[config.mk]
export PLATFORM = sky130hd
export DESIGN_NAME = mux_tdm_lanes_flat
export DESIGN_NICKNAME = d
export VERILOG_FILES = /design/src/rtl/mux_tdm_lanes_if.sv /design/src/rtl/mux_tdm_lanes.sv /design/src/flat_wrapper.sv
export SDC_FILE = /design/constraint.sdc
export NUM_CORES = 1
export LEC_CHECK = 0
export BUFFER_PORTS_ARGS = -buffer_cell sky130_fd_sc_hd__buf_2
export CAP_MARGIN = 0
export CORE_UTILIZATION = 49
export CTS_BUF_LIST = sky130_fd_sc_hd__clkbuf_2
export DETAILED_ROUTE_END_ITERATION = 10
export PLACE_DENSITY = 0.74
export SLEW_MARGIN = 20
export SYNTH_ARGS = -nofsm -noshare
export SYNTH_HDL_FRONTEND = slang
export SYNTH_SLANG_ARGS = --single-unit
[constraint.sdc]
create_clock -name clk_4f -period 1.4 [get_ports clk_4f]
set_input_delay 0.21 -clock clk_4f [delete_from_list [all_inputs] [get_ports clk_4f]]
set_output_delay 0.21 -clock clk_4f [all_outputs]
set_load 0.01 [all_outputs]
[src/rtl/mux_tdm_lanes_if.sv]
// Signal bundle of the TDM lane multiplexer: parallel lane side in, serial side out.
// master = lane source (drives data_in/valid_in), slave = the multiplexer.
interface mux_tdm_lanes_if #(
  parameter int LANES = 4,
  parameter int WIDTH = 8
);
  localparam int SLOT_W = $clog2(LANES);

  logic [LANES*WIDTH-1:0] data_in;
  logic [LANES-1:0]       valid_in;
  logic [WIDTH-1:0]       data_out;
  logic                   valid_out;
  logic [SLOT_W-1:0]      lane_out;
  logic                   frame_start;
  logic                   idle_out;

  modport master (
    output data_in, valid_in,
    input  data_out, valid_out, lane_out, frame_start, idle_out
  );

  modport slave (
    input  data_in, valid_in,
    output data_out, valid_out, lane_out, frame_start, idle_out
  );
endinterface

[src/rtl/mux_tdm_lanes.sv]
// Single-clock TDM multiplexer: serialises LANES parallel lane words, one per clk_4f cycle.
// Define MUX_TDM_IDLE_FILL_EN to drive IDLE_SYM (instead of zero) on slots without valid data.
module mux_tdm_lanes #(
  parameter int         LANES    = 4,      // power of two, 2..16
  parameter int         WIDTH    = 8,
  parameter logic [7:0] IDLE_SYM = 8'hBC
) (
  input  logic           clk_4f,
  input  logic           reset,
  mux_tdm_lanes_if.slave bus
);
  localparam int                SLOT_W    = $clog2(LANES);
  localparam logic [SLOT_W-1:0] LAST_SLOT = SLOT_W'(LANES - 1);
  localparam logic [WIDTH+7:0]  SYM_EXT   = {{WIDTH{1'b0}}, IDLE_SYM};
`ifdef MUX_TDM_IDLE_FILL_EN
  localparam bit                FILL_EN   = 1'b1;
`else
  localparam bit                FILL_EN   = 1'b0;
`endif
  localparam logic [WIDTH-1:0]  FILL_WORD = FILL_EN ? SYM_EXT[WIDTH-1:0] : '0;

  typedef enum logic {ST_IDLE, ST_RUN} state_t;

  state_t            r_state;
  logic [SLOT_W-1:0] r_slot;
  logic [WIDTH-1:0]  r_shadow_d [LANES];
  logic [LANES-1:0]  r_shadow_v;
  logic [WIDTH-1:0]  r_data_out;
  logic              r_valid_out;
  logic [SLOT_W-1:0] r_lane_out;
  logic              r_frame_start;
  logic              r_idle_out;

  logic w_capture;
  logic w_slot_valid;

  assign w_capture    = (r_slot == LAST_SLOT);
  assign w_slot_valid = r_shadow_v[r_slot] && (r_state == ST_RUN);

  // State only changes on a capture edge, so a whole frame is emitted under one state.
  always_ff @(posedge clk_4f or posedge reset) begin
    if (reset) begin
      r_state       <= ST_IDLE;
      r_slot        <= '0;
      // NOTE: the shadow is reset as well, so no stale lane data can leak out after reset.
      for (int i = 0; i < LANES; i++) r_shadow_d[i] <= '0;
      r_shadow_v    <= '0;
      r_data_out    <= '0;
      r_valid_out   <= 1'b0;
      r_lane_out    <= '0;
      r_frame_start <= 1'b0;
      r_idle_out    <= 1'b1;
    end else begin
      r_slot <= r_slot + SLOT_W'(1);

      // NOTE: non-blocking updates mean the output mux below still reads the previous
      // frame's shadow and state on the capture edge itself.
      if (w_capture) begin
        for (int i = 0; i < LANES; i++) r_shadow_d[i] <= bus.data_in[i*WIDTH +: WIDTH];
        r_shadow_v <= bus.valid_in;
        r_state    <= (|bus.valid_in) ? ST_RUN : ST_IDLE;
      end

      r_lane_out    <= r_slot;
      r_valid_out   <= w_slot_valid;
      r_data_out    <= w_slot_valid ? r_shadow_d[r_slot] : FILL_WORD;
      r_frame_start <= (r_state == ST_RUN) && (r_slot == '0);
      r_idle_out    <= (r_state == ST_IDLE);
    end
  end

  assign bus.data_out    = r_data_out;
  assign bus.valid_out   = r_valid_out;
  assign bus.lane_out    = r_lane_out;
  assign bus.frame_start = r_frame_start;
  assign bus.idle_out    = r_idle_out;
endmodule

[src/flat_wrapper.sv]
// flat-port wrapper written by rule: the top's interface ports become plain ports
module mux_tdm_lanes_flat 
#(
  parameter int         LANES    = 4,                            
  parameter int         WIDTH    = 8,
  parameter logic [7:0] IDLE_SYM = 8'hBC
)
  (clk_4f, reset, bus_data_in, bus_valid_in, bus_data_out, bus_valid_out, bus_lane_out, bus_frame_start, bus_idle_out);
  mux_tdm_lanes_if #(.LANES(LANES), .WIDTH(WIDTH)) bus_i ();
  input  logic clk_4f;
  input  logic reset;
  input wire logic [$bits(bus_i.data_in)-1:0] bus_data_in;
  input wire logic [$bits(bus_i.valid_in)-1:0] bus_valid_in;
  output wire logic [$bits(bus_i.data_out)-1:0] bus_data_out;
  output wire logic [$bits(bus_i.valid_out)-1:0] bus_valid_out;
  output wire logic [$bits(bus_i.lane_out)-1:0] bus_lane_out;
  output wire logic [$bits(bus_i.frame_start)-1:0] bus_frame_start;
  output wire logic [$bits(bus_i.idle_out)-1:0] bus_idle_out;
  assign bus_i.data_in = bus_data_in;
  assign bus_i.valid_in = bus_valid_in;
  assign bus_data_out = bus_i.data_out;
  assign bus_valid_out = bus_i.valid_out;
  assign bus_lane_out = bus_i.lane_out;
  assign bus_frame_start = bus_i.frame_start;
  assign bus_idle_out = bus_i.idle_out;
  mux_tdm_lanes #(.LANES(LANES), .WIDTH(WIDTH), .IDLE_SYM(IDLE_SYM)) u_core (.clk_4f(clk_4f), .reset(reset), .bus(bus_i));
endmodule
* Yosys cells after proc, flatten, opt, wreduce, memory -nomap -nowiden
Cells that the tools add are included.
** Storage, ports and cells
- Bits in registers :: 52
- Latch bits :: 0
- RAM bits :: 0
- Memory bits (read-only) :: 0
- Bits of input ports :: 38
- Output and inout bits :: 13
- Logic and storage cells :: 29
- Memories kept :: 0
** Operators by class
- Add/sub/neg operators :: 1
- Multiply operators :: 0
- Div/mod/pow operators :: 0
- $lt $le $gt $ge :: 2
- Eq/ne operators :: 1
- Shift operators :: 0
- Muxes and demuxes :: 7
- Bitwise operators :: 2
- Reduce and logical (&&, ||, !) cells :: 4
** Operators by type and width (count)
- $mux 8 :: 3
- $bmux 8 s2 :: 1
- $reduce_or 4->1 :: 1
- $ge 3x3->1 const B :: 1
- $lt 2x3->1 const B :: 1
- $not 2->3 :: 1
- $add 2x1->2 const B :: 1
- $bmux 1 s2 :: 1
- $eq 2x2->1 const B :: 1
- $logic_and 1x1->1 :: 2
- $logic_not 2->1 :: 1
- $mux 1 :: 2
- $not 1->1 :: 1

* Logic depth before layout (Yosys ltp)
- Depth in word-level cells :: 5
- Gate-level depth with buffers :: 5
- Gate-level depth less buffers :: 3

* Worst setup path before layout
Ideal clock, no wire load.
- Path type :: reg2reg
- Start :: register u_core.r_slot[1]
- End :: register u_core.r_shadow_d[10] in the netlist's numbering
- Setup time :: 0.125 ns
- Arrival :: 1.305 ns
- Data required time :: 1.275 ns
- Setup slack :: -0.029 ns
- Cell stages (with the launch flop) :: 5
- Path buffers :: 2
- Clock period less this slack :: 1.429 ns
- Cells stage by stage :: dfrtp_1 > ha_1 > buf_2 > buf_2 > mux2_2
** Between the ends
- Cells in the longest elaborated chain, start to end :: 1
** RTL lines
- from (decl) :: line mux_tdm_lanes.sv:25 : logic [SLOT_W-1:0] r_slot;
- from (signal assigned) :: line mux_tdm_lanes.sv:54 : r_slot <= r_slot + SLOT_W'(1);
- $eq 2x2->1 :: line mux_tdm_lanes.sv:37 : assign w_capture = (r_slot == LAST_SLOT);
- to (decl) :: line mux_tdm_lanes.sv:26 : logic [WIDTH-1:0] r_shadow_d [LANES];
Every way passes these cells.
A chain may end at the register's enable or synchronous reset.

* Final worst setup path
- Start :: register u_core.r_slot[0]
- End :: register u_core.r_data_out[7] (netlist: u_core.bus.data_out[7])
** Between the ends
- Cells in the longest elaborated chain, start to end :: 5
- Elaborated cells on any way between the ends :: 8
- Those cells by class :: mux (6); bitwise (1); reduce/logical (1)
** RTL lines
- $not 2->3 (implied by the code) :: line mux_tdm_lanes.sv:66 : r_data_out <= w_slot_valid ? r_shadow_d[r_slot] : FILL_WORD;
- $bmux 8 s2 :: line mux_tdm_lanes.sv:66
- $mux 8 (implied by the code) (2 in series) :: line mux_tdm_lanes.sv:66
- $mux 8 * :: line mux_tdm_lanes.sv:66
- to (signal assigned) :: line mux_tdm_lanes.sv:66
- to (decl) :: line mux_tdm_lanes.sv:28 : logic [WIDTH-1:0] r_data_out;
Every way passes the cells marked *; elsewhere a longest branch is shown, timed or not. The select of a mux whose other input is x is not followed.

==> impl_metrics.xml <==
<?xml version="1.0" encoding="UTF-8"?>
<metrics>
  <group name="status">
    <metric name="status" unit="">finished, final reports clean</metric>
  </group>
  <group name="global_routing">
    <metric name="grt_max_degree" unit="">24</metric>
    <metric name="grt_pass1_vias" unit="">1338</metric>
    <metric name="grt_overflow" unit="">0</metric>
    <metric name="grt_first_pass_wirelength" unit="um">6161</metric>
    <metric name="global_route.usage.met1" unit="">0.2424</metric>
    <metric name="globalRouteTotalUtil" unit="">0.1922</metric>
    <metric name="grt_util_met2" unit="">0.3106</metric>
    <metric name="use_met3" unit="">0.05405</metric>
    <metric name="antenna_found_initial" unit="">0</metric>
    <metric name="grt_most_used_layer" unit="">met2</metric>
  </group>
  <group name="clocking">
    <metric name="cts_max_level" unit="">2</metric>
    <metric name="cts.path.max_buffers" unit="">2</metric>
    <metric name="clock_insertion_delay_worst_skew" unit="ps">440</metric>
    <metric name="clock_tree_from_tritoncts" unit="">built</metric>
    <metric name="clk_transition_reported_paths" unit="ps">260</metric>
    <metric name="cts_buffers" unit="">5</metric>
    <metric name="cts.sink_count" unit="">52</metric>
    <metric name="clockRootBuffer" unit="">clkbuf_2</metric>
  </group>
  <group name="route">
    <metric name="antenna_left" unit="">0</metric>
    <metric name="detail_route.drc_violations" unit="">0</metric>
    <metric name="route.final.wire_length" unit="um">3881</metric>
    <metric name="number_of_vias_after_detailed_routing" unit="">1340</metric>
    <metric name="detailedRoute.firstPassIterationCount" unit="">4</metric>
    <metric name="drtIter0Drc" unit="">44</metric>
    <metric name="post_detailed_route_wirelength_per_cell" unit="um">14.22</metric>
    <metric name="drt-vias-per-instance" unit="">4.908</metric>
  </group>
  <group name="logic_synthesis">
    <metric name="post_synth_inst_count" unit="">125</metric>
    <metric name="ys.warnings.count" unit="">0</metric>
    <metric name="post_synthesis_register_bit_count" unit="">52</metric>
    <metric name="avg_synthesized_cell_area" unit="um^2">16.91</metric>
    <metric name="synth.lib_cells_used.distinct" unit="">19</metric>
    <metric name="synth.yosys.seq_area_share" unit="">0.6163</metric>
    <metric name="mappedNetlistNets" unit="">165</metric>
    <metric name="synth.cell_area" unit="um^2">2113</metric>
  </group>
  <group name="setup_path">
    <metric name="timing.critical_path.fanout_max" unit="">5</metric>
    <metric name="rr_worst_depth" unit="">3</metric>
    <metric name="worstSetupPathType" unit="">reg -&gt; reg</metric>
    <metric name="timing_startpoint_of_the_critical_path" unit="">u_core.r_slot[0]</metric>
    <metric name="timing.critical_path.arrival" unit="ps">1700</metric>
    <metric name="crit-reg2reg-launch" unit="">u_core.r_slot[0]</metric>
    <metric name="startpoint_type" unit="">flip-flop</metric>
    <metric name="cp-end-kind" unit="">flip-flop</metric>
    <metric name="critical_path_required" unit="ps">1730</metric>
  </group>
  <group name="timing">
    <metric name="finClkSkew" unit="ps">35.06</metric>
    <metric name="timing.final.crit_period" unit="ps">1366</metric>
    <metric name="maxClockFrequency" unit="GHz">0.7321</metric>
    <metric name="timing_worst_slew_pin_value" unit="ps">403.7</metric>
    <metric name="setup_viol" unit="">0</metric>
    <metric name="rsz_0062_raised_after_global_routing" unit="">true</metric>
    <metric name="post-route-period-util" unit="">0.9757</metric>
    <metric name="slew_viol_final" unit="">0</metric>
    <metric name="report.final.hold_viol_count" unit="">0</metric>
    <metric name="timing.max_slew.rel_slack" unit="">0.7303</metric>
  </group>
  <group name="floorplan">
    <metric name="placement_rows" unit="">23</metric>
    <metric name="coreArea" unit="um^2">4058</metric>
    <metric name="die_ar" unit="um^2">4579</metric>
    <metric name="start_util" unit="">0.5208</metric>
    <metric name="die_h" unit="um">67.67</metric>
    <metric name="boundaryPins" unit="">51</metric>
    <metric name="fp.dieW" unit="um">67.67</metric>
  </group>
  <group name="cells_and_area">
    <metric name="final_layout_size_suffix_gt1_frac" unit="">0.5336</metric>
    <metric name="antenna-diode-count" unit="">0</metric>
    <metric name="layout.core_utilization" unit="">0.7206</metric>
    <metric name="nNetsFinal" unit="">262</metric>
    <metric name="finalInstanceArea" unit="um^2">2924</metric>
    <metric name="area_delta_synth_final" unit="%">38.37</metric>
    <metric name="instances_no_fill" unit="">273</metric>
  </group>
  <group name="min_path">
    <metric name="hold_path.class" unit="">in -&gt; async</metric>
  </group>
  <group name="place">
    <metric name="dp_cells" unit="">228</metric>
    <metric name="port_buffers" unit="">50</metric>
    <metric name="hpwl_after_detailed_placement" unit="um">2658</metric>
    <metric name="dpl-instance-area" unit="um^2">2495</metric>
    <metric name="gp_routability_congestion" unit="">0.7001</metric>
  </group>
  <group name="power_and_ir_drop">
    <metric name="total_leakage_power" unit="nW">1.333</metric>
    <metric name="power_density" unit="nW/um^2">852.7</metric>
    <metric name="worst_ir_drop_vdd" unit="mV">0.7780</metric>
  </group>
  <group name="flow_run">
    <metric name="cap_violations" unit="">0</metric>
  </group>
</metrics>
## worst max-delay path, stage by stage, from the launching register on
cell,delay (ps)
dfrtp_2,470
buf_4,170
mux4_2,500
nor2b_4,130
## where the power goes
group / internal (mW) / switching (mW) / total, mW / leakage (nW)
sequential: 1.57 / 0.0318 / 1.61 / 0.615
combinational: 0.191 / 0.101 / 0.292 / 0.689
clock: 0.126 / 0.470 / 0.596 / 0.0294
## layout make-up
class	instances	area, um^2
multi-input combinational	62	752.0
timing repair buffer	96	735.7
clock buffer	5	25.02
clock inverter	3	21.27
sequential	52	1305
fill	275	1134
inverter	5	22.52
tap	50	62.56
## synthesized netlist by cell type, drive strengths merged
library cell,instances,area share
nand2,1,0.0018
dfrtp,51,0.60
ha,2,0.012
o41ai,1,0.0041
nor2b,8,0.032
o22a,1,0.0083
dfstp,1,0.012
nand2b,1,0.0030
mux4,8,0.087
and2,1,0.0030
buf,6,0.020
o21ai,1,0.0024
inv,5,0.0089
mux2i,2,0.0095
mux2,36,0.19
## metal layers
metal | vias to the layer above | routed length [um]
met5 | - | 0
met4 | 0 | 71
met3 | 9 | 189
met1 | 654 | 1741
met2 | 40 | 1879
li1 | 637 | -
## state kept, by name (all words and copies together) (netlist names)
name                    cells
u_core.bus.data_out         8
u_core.r_shadow_v           4
u_core.r_state              1
u_core.r_shadow_d          32
u_core.bus.valid_out        1
u_core.bus.frame_start      1
u_core.bus.idle_out         1
u_core.r_slot               2
u_core.bus.lane_out         2
## through the flow
step                      hold WS, ps  setup WS (ps)  TNS (ps)  total power [mW]
final                           255.9          34.02         0             2.493
after global routing            248.2         -6.326    -15.62             2.617
after CTS                       6.616          14.61         0             2.511
after detailed placement        227.6          41.64         0             1.847
after global placement          218.3          84.60         0             1.833
after floorplan                 264.7          19.23         0             1.740
## path summary, 6_finish.rpt
| path | endpoint | slack (ps) |
|---|---|---|
| min in group clk_4f | u_core.bus.idle_out | 430 |
| max reg2reg | u_core.bus.data_out[7] | 30 |
| max | u_core.bus.data_out[7] | 30 |
| min reg2reg | u_core.bus.idle_out | 430 |
| min | u_core.r_shadow_v[0] | 260 |
| max in group asynchronous | u_core.bus.data_out[7] | 610 |
## cells by family after synthesis
group           synth area share
fa+ha+maj                0.01184
mux                       0.2883
simple gates             0.03967
compound gates           0.01480
flops                     0.6163
buf+inv                  0.02901
## cell usage in the layout (no fill, tap or decap), drive strengths merged
cell	count
nand2b	1
clkinvlp	2
dfstp	1
mux4	8
o21ai	1
nand2	1
buf	59
inv	5
and2	1
mux2	36
nor2b	8
o22a	1
mux2i	2
o41ai	1
ha	2
dlygate4sd3	37
clkinv	1
dfrtp	51
clkbuf	5
## what timing repair did
item | 4_1_cts | 5_1_grt
hold buffers | 33 | 4
hold endpoints to repair | 71 | 4
buffers inserted | 0 | 0
gates cloned | 0 | 0
gates resized for setup | 1 | 3
setup endpoints to repair | 15 | 13
Power figures use the tool's default switching activity.
